--- src/rtl/mem_arbiter_pkg.sv ---
// Shared types for the main-memory arbiter: owner codes, FSM states
// and the data width used on every requester and memory port.
package bk_mem_pkg;

    localparam int DW = 16;

    localparam logic [1:0] OWN_NONE = 2'd0;
    localparam logic [1:0] OWN_VID  = 2'd1;
    localparam logic [1:0] OWN_DSK  = 2'd2;
    localparam logic [1:0] OWN_CPU  = 2'd3;

    typedef enum logic [1:0] {
        IDLE,
        ISSUE,
        WAIT,
        DONE
    } arb_state_t;

endpackage

--- src/rtl/mem_arbiter_if.sv ---
// Requester and memory-side signals of the arbiter; slave is the
// arbiter's view, master is the surrounding requesters plus memory.
interface mem_arbiter_if
    import bk_mem_pkg::*;
#(
    parameter int AW = 25
);

    logic          vid_req;
    logic [AW-1:0] vid_addr;
    logic          vid_ack;

    logic          dsk_req;
    logic [AW-1:0] dsk_addr;
    logic          dsk_we;
    logic [DW-1:0] dsk_din;
    logic          dsk_ack;

    logic          cpu_req;
    logic [AW-1:0] cpu_addr;
    logic          cpu_we;
    logic [1:0]    cpu_be;
    logic [DW-1:0] cpu_din;
    logic          cpu_ack;

    logic [DW-1:0] rd_data;
    logic [1:0]    owner;

    logic [AW-1:0] mem_addr;
    logic [DW-1:0] mem_din;
    logic [1:0]    mem_be;
    logic          mem_we;
    logic          mem_rd;
    logic [DW-1:0] mem_dout;

    modport slave (
        input  vid_req, vid_addr,
        input  dsk_req, dsk_addr, dsk_we, dsk_din,
        input  cpu_req, cpu_addr, cpu_we, cpu_be, cpu_din,
        input  mem_dout,
        output vid_ack, dsk_ack, cpu_ack, rd_data, owner,
        output mem_addr, mem_din, mem_be, mem_we, mem_rd
    );

    modport master (
        output vid_req, vid_addr,
        output dsk_req, dsk_addr, dsk_we, dsk_din,
        output cpu_req, cpu_addr, cpu_we, cpu_be, cpu_din,
        output mem_dout,
        input  vid_ack, dsk_ack, cpu_ack, rd_data, owner,
        input  mem_addr, mem_din, mem_be, mem_we, mem_rd
    );

endinterface

--- src/rtl/mem_arb_pick.sv ---
// Combinational grant selector: video first, then a starved CPU,
// then disk, then CPU.
module mem_arb_pick
    import bk_mem_pkg::*;
(
    input  logic       i_vid_req,
    input  logic       i_dsk_req,
    input  logic       i_cpu_req,
    input  logic       i_starve,
    output logic [1:0] o_owner
);

    always_comb begin
        o_owner = OWN_NONE;
        if (i_vid_req)
            o_owner = OWN_VID;
        else if (i_starve && i_cpu_req)
            o_owner = OWN_CPU;
        else if (i_dsk_req)
            o_owner = OWN_DSK;
        else if (i_cpu_req)
            o_owner = OWN_CPU;
    end

endmodule

--- src/rtl/mem_arbiter.sv ---
// Sequences one access at a time from video, disk DMA and CPU onto a
// fixed-latency memory port, with a CPU starvation guard.
module mem_arbiter
    import bk_mem_pkg::*;
#(
    parameter int AW         = 25,
    parameter int RD_LAT     = 2,
    parameter int CPU_STARVE = 8
) (
    input  logic         clk_sys,
    input  logic         reset,
    mem_arbiter_if.slave bus
);

    arb_state_t    r_state;
    arb_state_t    w_next;
    logic [1:0]    r_owner;
    logic [1:0]    w_pick;
    logic [AW-1:0] r_addr;
    logic          r_we;
    logic [1:0]    r_be;
    logic [DW-1:0] r_din;
    logic [DW-1:0] r_rd_data;
    logic [3:0]    r_lat;
    logic [7:0]    r_starve;
    logic          w_starve;
    logic          w_last;

    assign w_starve = (r_starve == 8'(CPU_STARVE));
    assign w_last   = (r_lat == 4'd0);

    mem_arb_pick u_pick (
        .i_vid_req (bus.vid_req),
        .i_dsk_req (bus.dsk_req),
        .i_cpu_req (bus.cpu_req),
        .i_starve  (w_starve),
        .o_owner   (w_pick)
    );

    always_ff @(posedge clk_sys) begin
        if (reset)
            r_state <= IDLE;
        else
            r_state <= w_next;
    end

    always_comb begin
        w_next       = r_state;
        bus.mem_we   = 1'b0;
        bus.mem_rd   = 1'b0;
        bus.vid_ack  = 1'b0;
        bus.dsk_ack  = 1'b0;
        bus.cpu_ack  = 1'b0;
        bus.mem_addr = r_addr;
        bus.mem_din  = r_din;
        bus.mem_be   = r_be;
        bus.rd_data  = r_rd_data;
        bus.owner    = r_owner;
        unique case (r_state)
            IDLE: begin
                if (w_pick != OWN_NONE)
                    w_next = ISSUE;
            end
            ISSUE: begin
                bus.mem_we = r_we;
                bus.mem_rd = !r_we;
                w_next     = r_we ? DONE : WAIT;
            end
            WAIT: begin
                if (w_last)
                    w_next = DONE;
            end
            DONE: begin
                bus.vid_ack = (r_owner == OWN_VID);
                bus.dsk_ack = (r_owner == OWN_DSK);
                bus.cpu_ack = (r_owner == OWN_CPU);
                w_next      = IDLE;
            end
            default: w_next = IDLE;
        endcase
    end

    always_ff @(posedge clk_sys) begin
        if (reset) begin
            r_owner   <= OWN_NONE;
            r_addr    <= '0;
            r_we      <= 1'b0;
            r_be      <= 2'b00;
            r_din     <= '0;
            r_rd_data <= '0;
            r_lat     <= 4'd0;
            r_starve  <= 8'd0;
        end else begin
            unique case (r_state)
                IDLE: begin
                    // Only a disk win over a waiting CPU counts toward starvation
                    if (!bus.cpu_req || w_pick == OWN_CPU)
                        r_starve <= 8'd0;
                    else if (w_pick == OWN_DSK && !w_starve)
                        r_starve <= r_starve + 8'd1;
                    r_owner <= w_pick;
                    unique case (w_pick)
                        OWN_VID: begin
                            r_addr <= bus.vid_addr;
                            r_we   <= 1'b0;
                            r_be   <= 2'b11;
                            r_din  <= '0;
                        end
                        OWN_DSK: begin
                            r_addr <= bus.dsk_addr;
                            r_we   <= bus.dsk_we;
                            r_be   <= 2'b11;
                            r_din  <= bus.dsk_din;
                        end
                        OWN_CPU: begin
                            r_addr <= bus.cpu_addr;
                            r_we   <= bus.cpu_we;
                            r_be   <= bus.cpu_be;
                            r_din  <= bus.cpu_din;
                        end
                        default: ;
                    endcase
                end
                ISSUE: r_lat <= 4'(RD_LAT - 1);
                WAIT: begin
                    if (w_last)
                        r_rd_data <= bus.mem_dout;
                    else
                        r_lat <= r_lat - 4'd1;
                end
                DONE: r_owner <= OWN_NONE;
                default: ;
            endcase
        end
    end

endmodule

--- src/flat_wrapper.sv ---
// flat-port wrapper written by rule: the top's interface ports become plain ports
module mem_arbiter_flat import bk_mem_pkg::*;
#(
    parameter int AW         = 25,
    parameter int RD_LAT     = 2,
    parameter int CPU_STARVE = 8
)
  (clk_sys, reset, bus_vid_req, bus_vid_addr, bus_dsk_req, bus_dsk_addr, bus_dsk_we, bus_dsk_din, bus_cpu_req, bus_cpu_addr, bus_cpu_we, bus_cpu_be, bus_cpu_din, bus_mem_dout, bus_vid_ack, bus_dsk_ack, bus_cpu_ack, bus_rd_data, bus_owner, bus_mem_addr, bus_mem_din, bus_mem_be, bus_mem_we, bus_mem_rd);
  mem_arbiter_if #(.AW(AW)) bus_i ();
  input  logic clk_sys;
  input  logic reset;
  input wire logic [$bits(bus_i.vid_req)-1:0] bus_vid_req;
  input wire logic [$bits(bus_i.vid_addr)-1:0] bus_vid_addr;
  input wire logic [$bits(bus_i.dsk_req)-1:0] bus_dsk_req;
  input wire logic [$bits(bus_i.dsk_addr)-1:0] bus_dsk_addr;
  input wire logic [$bits(bus_i.dsk_we)-1:0] bus_dsk_we;
  input wire logic [$bits(bus_i.dsk_din)-1:0] bus_dsk_din;
  input wire logic [$bits(bus_i.cpu_req)-1:0] bus_cpu_req;
  input wire logic [$bits(bus_i.cpu_addr)-1:0] bus_cpu_addr;
  input wire logic [$bits(bus_i.cpu_we)-1:0] bus_cpu_we;
  input wire logic [$bits(bus_i.cpu_be)-1:0] bus_cpu_be;
  input wire logic [$bits(bus_i.cpu_din)-1:0] bus_cpu_din;
  input wire logic [$bits(bus_i.mem_dout)-1:0] bus_mem_dout;
  output wire logic [$bits(bus_i.vid_ack)-1:0] bus_vid_ack;
  output wire logic [$bits(bus_i.dsk_ack)-1:0] bus_dsk_ack;
  output wire logic [$bits(bus_i.cpu_ack)-1:0] bus_cpu_ack;
  output wire logic [$bits(bus_i.rd_data)-1:0] bus_rd_data;
  output wire logic [$bits(bus_i.owner)-1:0] bus_owner;
  output wire logic [$bits(bus_i.mem_addr)-1:0] bus_mem_addr;
  output wire logic [$bits(bus_i.mem_din)-1:0] bus_mem_din;
  output wire logic [$bits(bus_i.mem_be)-1:0] bus_mem_be;
  output wire logic [$bits(bus_i.mem_we)-1:0] bus_mem_we;
  output wire logic [$bits(bus_i.mem_rd)-1:0] bus_mem_rd;
  assign bus_i.vid_req = bus_vid_req;
  assign bus_i.vid_addr = bus_vid_addr;
  assign bus_i.dsk_req = bus_dsk_req;
  assign bus_i.dsk_addr = bus_dsk_addr;
  assign bus_i.dsk_we = bus_dsk_we;
  assign bus_i.dsk_din = bus_dsk_din;
  assign bus_i.cpu_req = bus_cpu_req;
  assign bus_i.cpu_addr = bus_cpu_addr;
  assign bus_i.cpu_we = bus_cpu_we;
  assign bus_i.cpu_be = bus_cpu_be;
  assign bus_i.cpu_din = bus_cpu_din;
  assign bus_i.mem_dout = bus_mem_dout;
  assign bus_vid_ack = bus_i.vid_ack;
  assign bus_dsk_ack = bus_i.dsk_ack;
  assign bus_cpu_ack = bus_i.cpu_ack;
  assign bus_rd_data = bus_i.rd_data;
  assign bus_owner = bus_i.owner;
  assign bus_mem_addr = bus_i.mem_addr;
  assign bus_mem_din = bus_i.mem_din;
  assign bus_mem_be = bus_i.mem_be;
  assign bus_mem_we = bus_i.mem_we;
  assign bus_mem_rd = bus_i.mem_rd;
  mem_arbiter #(.AW(AW), .RD_LAT(RD_LAT), .CPU_STARVE(CPU_STARVE)) u_core (.clk_sys(clk_sys), .reset(reset), .bus(bus_i));
endmodule
--- config.mk ---
export PLATFORM = sky130hd
export DESIGN_NAME = mem_arbiter_flat
export DESIGN_NICKNAME = d
export VERILOG_FILES = /design/src/rtl/mem_arbiter_pkg.sv /design/src/rtl/mem_arbiter_if.sv /design/src/rtl/mem_arb_pick.sv /design/src/rtl/mem_arbiter.sv /design/src/flat_wrapper.sv
export SDC_FILE = /design/constraint.sdc
export NUM_CORES = 1
export LEC_CHECK = 0
export CELL_PAD_IN_SITES_DETAIL_PLACEMENT = 0
export CELL_PAD_IN_SITES_GLOBAL_PLACEMENT = 1
export CORE_MARGIN = 1
export CORE_UTILIZATION = 25
export CTS_CLUSTER_SIZE = 14
export DETAILED_ROUTE_END_ITERATION = 10
export PLACE_DENSITY_LB_ADDON = 0.1
export SYNTH_ARGS = -nofsm -noshare
export SYNTH_HDL_FRONTEND = slang
export SYNTH_HIERARCHICAL = 1
export SYNTH_SLANG_ARGS = --single-unit
--- constraint.sdc ---
create_clock -name clk_sys -period 2.16 [get_ports clk_sys]
set_input_delay 0.432 -clock clk_sys [delete_from_list [all_inputs] [get_ports clk_sys]]
set_output_delay 0.432 -clock clk_sys [all_outputs]
set_load 0.02 [all_outputs]
==> flow_summary.toml, run 1 <==
[synthesis]
synth-xor-area-share_pct = 0.2303
seq_area_frac_synth_pct = 40.00
avgSynthCellArea_um2 = 8.162
synth_top_area_cell = "dfxtp_1"
ys_ff_latch = 76
synth_top_family_by_area = "simple AND/OR/NAND/NOR gates"
synth_ff_type = "dfxtp_1"
synth-compound-area-share_pct = 17.70
yosys.area_share.adder_pct = 2.303
synth_area_mm2 = 0.003804
synth_edf_count = 0
ys.warnings.count = 6
synthCells = 466
synth_area_leaders = "dfxtp_1, mux2i_1, nor2_1"
synth.top_cell.area_share_pct = 40.00
synthMuxAreaShare_pct = 12.76
ys_types = 49
synth-simple-area-share_pct = 21.61
synthArstFlopShare_pct = 0
synthesis.nets = 605

[route]
via_per_inst = 4.615
drt_iter0_drc = 152
ant_nets = 0
vias = 4057
drc = 16
wl_mm = 13.05
drt_pass1_iterations = 7
routedWlPerCell_um = 14.85

[timing]
fin_crit_sh_pct = 97.89
final_max_slew_viol_count = 0
max_slew_margin_pct = 74.57
finalSetupViolCount = 0
finClkSkew_ns = 0.007229
rsz0062_at_grt = "true"
tightest_slew_ns = 0.3801
fmax_mhz = 472.9
period_needed_ns = 2.114
hold_viol_final = 0

[power_and_ir_drop]
ir_drop_v = 0.0003625
p_per_area_mw_per_mm2 = 907.5
finalPower_mw = 6.087
leakagePower_nw = 2.714

[critical_path]
reg2reg_to = "u_core/r_starve[7]"
cp.required_ns = 2.37
crit_path_max_incr_delay_ns = 0.56
reg2reg_slack_ns = 0.05
slowest_stage = "or4b_4"
worstPathMaxFanout = 6
arrival_ns = 2.33
cp_cell_sequence = "inv_2 > ha_4 > nor4b_4 > nand3_1 > inv_1 > nand2b_4 > a21o_4 > or4b_4 > o221ai_2 > o31ai_1"
crit_type = "reg -> reg"
cp-start-kind = "flop"
end_kind = "flop"
reg2reg_depth = 10
r2r-start = "u_core/r_starve[1]"

[finish]
multi_input_area_mm2 = 0.002231
layout-drive-gt1-share_pct = 13.81
antennaDiodeCount = 0
fillers = 1439
nets = 829
fin_area_mm2 = 0.006708
seq_area_mm2 = 0.001524
syn_to_final_growth_pct = 76.35
final_core_util_pct = 45.63

[placement]
place_congestion = 0.7784
placed_area_mm2 = 0.006175
hpwl_mm = 9.576
port_buffers = 197

[clock_tree]
cts_hold_buffers = 0
cts_root_buffer = "clkbuf_16"
htreeDepth = 3
cts_tree = "yes"
clock-sinks = 76
clock_path_buffers = 2
worstSkewPairLatency_ns = 0.33
numCtsBuffers = 9
clkTransAtPathRegs_ns = 0.06

[floorplanning]
die-area_mm2 = 0.01571
coreArea_mm2 = 0.01470
fp.dieH_um = 125.3
rows = 44
die_w_um = 125.3
io_pins = 198
floorplan.initialDensity_pct = 25.88

[status]
status = "finished, violations left"
violations = "design-rule violations"

[worst_hold_path]
min_from = "u_core/bus.rd_data[15]"
hold_depth = 2
holdCritPathClass = "reg -> reg"
whs_endpoint = "u_core/bus.rd_data[15]"

[global_routing]
antenna_found_initial = 0
grt_pass1_wl_mm = 20.78
grt_max_degree = 33
grt_pass1_vias = 4204
track_usage_pct = 16.67
overflow = 0

[job]
maxCapViolations = 0
[critical path, delay by kind of cell, from the launching register on]
family	cells	cell delay (ns)
simple gates	4	0.93
compound gates	3	0.46
flops	1	0.33
buf+inv	2	0.11
fa+ha+maj	1	0.16
[state kept, by name, summed over array words and instances, names as in the netlist]
register             cells
u_core/bus.mem_addr     25
u_core/bus.mem_be        2
u_core/bus.mem_din      16
u_core/bus.owner         2
u_core/bus.rd_data      16
u_core/r_lat             4
u_core/r_starve          8
u_core/r_state           2
u_core/r_we              1
[area by class of cell]
cell class / instances / area share, %
timing repair buffer: 246 / 36.11
multi-input combinational: 349 / 33.26
sequential: 76 / 22.72
clock buffer: 11 / 3.619
tap: 184 / 3.432
inverter: 8 / 0.4477
clock inverter: 5 / 0.4104
[cells in the final DEF (no fill, tap or decap), types with 7 or more instances in the layout]
| cell | count |
|---|---|
| clkdlybuf4s50_1 | 191 |
| nor2_1 | 80 |
| dfxtp_1 | 74 |
| nand2_1 | 59 |
| mux2i_1 | 47 |
| buf_4 | 41 |
| a21oi_1 | 37 |
| a211oi_1 | 23 |
| o21ai_0 | 18 |
| clkbuf_16 | 9 |
| a22o_1 | 7 |
[cell usage after synthesis, types with 2 or more instances]
cell type,number
nand2b_1,6
nor2_1,82
and3b_1,2
a211oi_1,26
buf_2,11
o22ai_1,3
nand3_1,6
clkbuf_1,14
a22oi_1,2
inv_1,8
ha_1,7
nor2b_1,3
a21oi_1,39
nand4_1,3
a22o_1,7
buf_4,7
dfxtp_1,76
nand3b_1,2
and3_1,4
nand2_1,60
nor3_1,5
o21ai_0,20
mux2i_1,47
[cells by family after synthesis]
group	after synthesis
flip-flops	76
XOR/XNOR	1
adder cells (fa/ha/maj)	7
AND/OR/NAND/NOR	185
AO/OA/AOI/OAI	107
buffers and inverters	42
multiplexers	48
[power breakdown]
part / leakage, nW / internal [mW] / total, mW / switching [mW]
logic: 1.96 / 1.38 / 2.83 / 1.46
registers: 0.624 / 1.71 / 1.89 / 0.186
clock network: 0.135 / 0.801 / 1.36 / 0.561
total: 2.71 / 3.89 / 6.09 / 2.20
[per-stage QoR]
step,setup WS [ns],std cells,TNS (ns),hold slack [ns]
after CTS,0.001256,876,0,0.4600
after floorplan,-0.05682,466,-0.05682,0.4397
after detailed placement,-0.09418,851,-2.513,0.4501
final,0.04556,879,0,0.4557
after global placement,-0.08083,851,-0.9630,0.4432
after global routing,-0.08306,879,-0.5300,0.4722
[worst max path at each step]
stage / end / slack [ns] / cells after the start / from
finish: u_core/r_starve[7] / 0.05 / 10 / u_core/r_starve[1]
floorplan: u_core/r_starve[4] / -0.06 / 13 / u_core/r_starve[0]
global route: u_core/r_starve[6] / -0.08 / 11 / u_core/r_starve[1]
global placement: u_core/bus.mem_addr[19] / -0.08 / 8 / bus_cpu_req
CTS: u_core/r_starve[7] / 0.001 / 10 / u_core/r_starve[0]
detailed placement: u_core/r_we / -0.09 / 12 / u_core/r_starve[1]
[per-layer routing]
metal  vias up  track usage [%]  share of wire (%)
li1       2071                -                  -
met1      1833            19.14                 43
met2       137            28.98                 48
met3        16            4.493                7.3
met4         0            7.317                1.9
met5         -                0                  0
[timing repair]
item,4_1_cts,5_1_grt
gates cloned,2,0
setup endpoints to repair,53,48
resized for setup,20,17
buffers inserted,7,3
pin swaps,3,9
(Power assumes the default switching activity.)
==> inputs of run 2 (changes only) <==
Settings changed: CORE_UTILIZATION 25 to 40, DONT_BUFFER_PORTS set to 1.
==> run 2 against run 1 <==
  * The flow now finishes without violations
  * Worst hold slack worse by 0.29 ns
  * Power is 20% lower
  * Clock power is 14% lower
  * Final area is 35% lower
  * Sequential share of layout area rose by 12 points
  * First-iteration DRC count decreased by 20%
  * Utilization is 1.4 points higher
  * Register-to-register slack barely moved
  * Critical path type unchanged
==> flow_summary.toml, run 2 (synthesis results as in run 1) <==
[status]
status = "complete, no violations"

[finish]
finalNonFillerCells = 606
fin_area_mm2 = 0.004348
final_cell_mix = "nor2_1, dfxtp_1, nand2_1"
largest_reg_flops = 25
layout-drive-gt1-share_pct = 13.42
multi_input_area_mm2 = 0.002155
fillers = 933
final_common_cell = "nor2_1"
syn_to_final_growth_pct = 14.31
antennaDiodeCount = 0
nets = 611
seq_area_mm2 = 0.001524

[power_and_ir_drop]
p_sw_mw = 1.918
p_per_area_mw_per_mm2 = 1116
pwr-share-seq_pct = 46.8
clkPwrFrac_pct = 24.1
p_comb_share_pct = 29.1
p_int_mw = 2.935
ir_drop_v = 0.0004508
leakagePower_nw = 1.777
switching_share_pct = 39.52
finalPower_mw = 4.853

[clock_tree]
cts_root_buffer = "clkbuf_8"
worstSkewPairLatency_ns = 0.34
cts_hold_buffers = 0
clkTransAtPathRegs_ns = 0.08
numCtsBuffers = 9
clock-sinks = 76
cts_tree = "yes"
htreeDepth = 3
clock_path_buffers = 2

[route]
ant_nets = 0
vias = 3222
drt_iter0_drc = 121
via_per_inst = 5.317
drt_pass1_iterations = 4
drc = 0
wl_mm = 9.577
routedWlPerCell_um = 15.80

[critical_path]
arrival_ns = 2.37
crit_top_cell = "inv_2"
reg2reg_slack_ns = 0.06
critPathBufInv = 2
crit_type = "reg -> reg"
reg2reg_to = "u_core/r_starve[4]"
worstPathMaxFanout = 6
reg2reg_depth = 11
cp.required_ns = 2.43
crit_path_max_incr_delay_ns = 0.49
r2r-start = "u_core/r_starve[1]"
cpLargestDelayFamily = "simple AND/OR/NAND/NOR gates"
end_kind = "flop"
cp_cell_sequence = "inv_2 > ha_4 > nor4b_4 > nand3_2 > inv_2 > nand2b_4 > a21o_4 > and3b_1 > nand2_1 > or4_1 > o21ai_1"
slowest_stage = "or4_1"
cp-start-kind = "flop"

[placement]
place_worst_setup_slack_ns = -0.04060
hpwl_mm = 6.912
place_congestion = 0.7836
placed_area_mm2 = 0.004041
port_buffers = 0
post-place-cells = 586

[timing]
rsz0062_at_grt = "true"
layout_setup_ws_ns = 0.05661
final_max_slew_viol_count = 0
max_slew_margin_pct = 68.40
finalSetupViolCount = 0
fin_crit_sh_pct = 97.38
final.setup.tns_ns = 0
finClkSkew_ns = 0.01184
fmax_mhz = 475.4
tightest_slew_ns = 0.4722
hold_viol_final = 0
period_needed_ns = 2.103

[global_routing]
grt_pass1_wl_mm = 15.05
antenna_found_initial = 0
overflow = 0
track_usage_pct = 19.19
grt_max_degree = 77
grt_pass1_vias = 3021

[floorplanning]
floorplan.initialDensity_pct = 41.16
io_pins = 198
coreArea_mm2 = 0.009240
fp.dieH_um = 99.52
rows = 35
die_w_um = 99.52
die-area_mm2 = 0.009903

[worst_hold_path]
hold_depth = 1
min_from = "reset"
whs_endpoint = "u_core/bus.mem_din[5]"
holdCritPathClass = "in -> reg"

[job]
maxCapViolations = 0
-- run 2: timing repair --
| action | CTS | global route |
|---|---|---|
| gates cloned | 1 | 0 |
| endpoints found under the setup margin | 22 | 48 |
| hold endpoints to repair | 0 | 0 |
| resized for setup | 5 | 9 |
| pin swaps | 0 | 10 |
| setup buffers | 1 | 3 |
-- run 2: worst max path at each step --
| stage | start | end | slack, ns | cells after the start |
|---|---|---|---|---|
| floorplan | u_core/r_starve[0] | u_core/r_starve[4] | -0.06 | 13 |
| global placement | u_core/r_starve[0] | u_core/bus.mem_din[9] | 0.005 | 10 |
| detailed placement | u_core/r_starve[1] | u_core/bus.mem_din[0] | -0.04 | 13 |
| CTS | u_core/r_starve[0] | u_core/r_starve[4] | 0.02 | 11 |
| global route | u_core/r_starve[1] | u_core/r_starve[4] | -0.08 | 11 |
| finish | u_core/r_starve[1] | u_core/r_starve[4] | 0.06 | 11 |
-- run 2: power by group through the flow --
stage	combinational [mW]	sequential, mW	clock (mW)
after floorplan	1.13	2.23	0
after global placement	1.39	2.31	0
after detailed placement	1.42	2.31	0
after CTS	1.43	2.28	1.21
after global routing	1.60	2.32	1.28
final	1.41	2.27	1.17
-- run 2: final cells by class --
class / count / share of cell area, %
multi-input cells: 349 / 49.55
flip-flops and latches: 76 / 35.05
repair buffers: 28 / 6.072
well taps: 129 / 3.712
clock buffers: 10 / 2.935
clock inverters: 6 / 1.986
inverters: 8 / 0.6906
-- run 2: layer usage --
metal  up-vias  share of wire (%)  track usage (%)
met5         -                  0                0
met1      1452                 42            23.21
li1       1632                  -                -
met4         0               0.71            4.751
met3         6                8.1            6.044
met2       132                 49            33.07
-- run 2: through the flow --
| step | hold slack (ns) | utilization, % |
|---|---|---|
| floorplan | 0.4397 | - |
| global placement | 0.4757 | 43.74 |
| detailed placement | 0.4834 | 43.74 |
| CTS | 0.1422 | 46.54 |
| global route | 0.1351 | 47.05 |
| finish | 0.1661 | 47.05 |
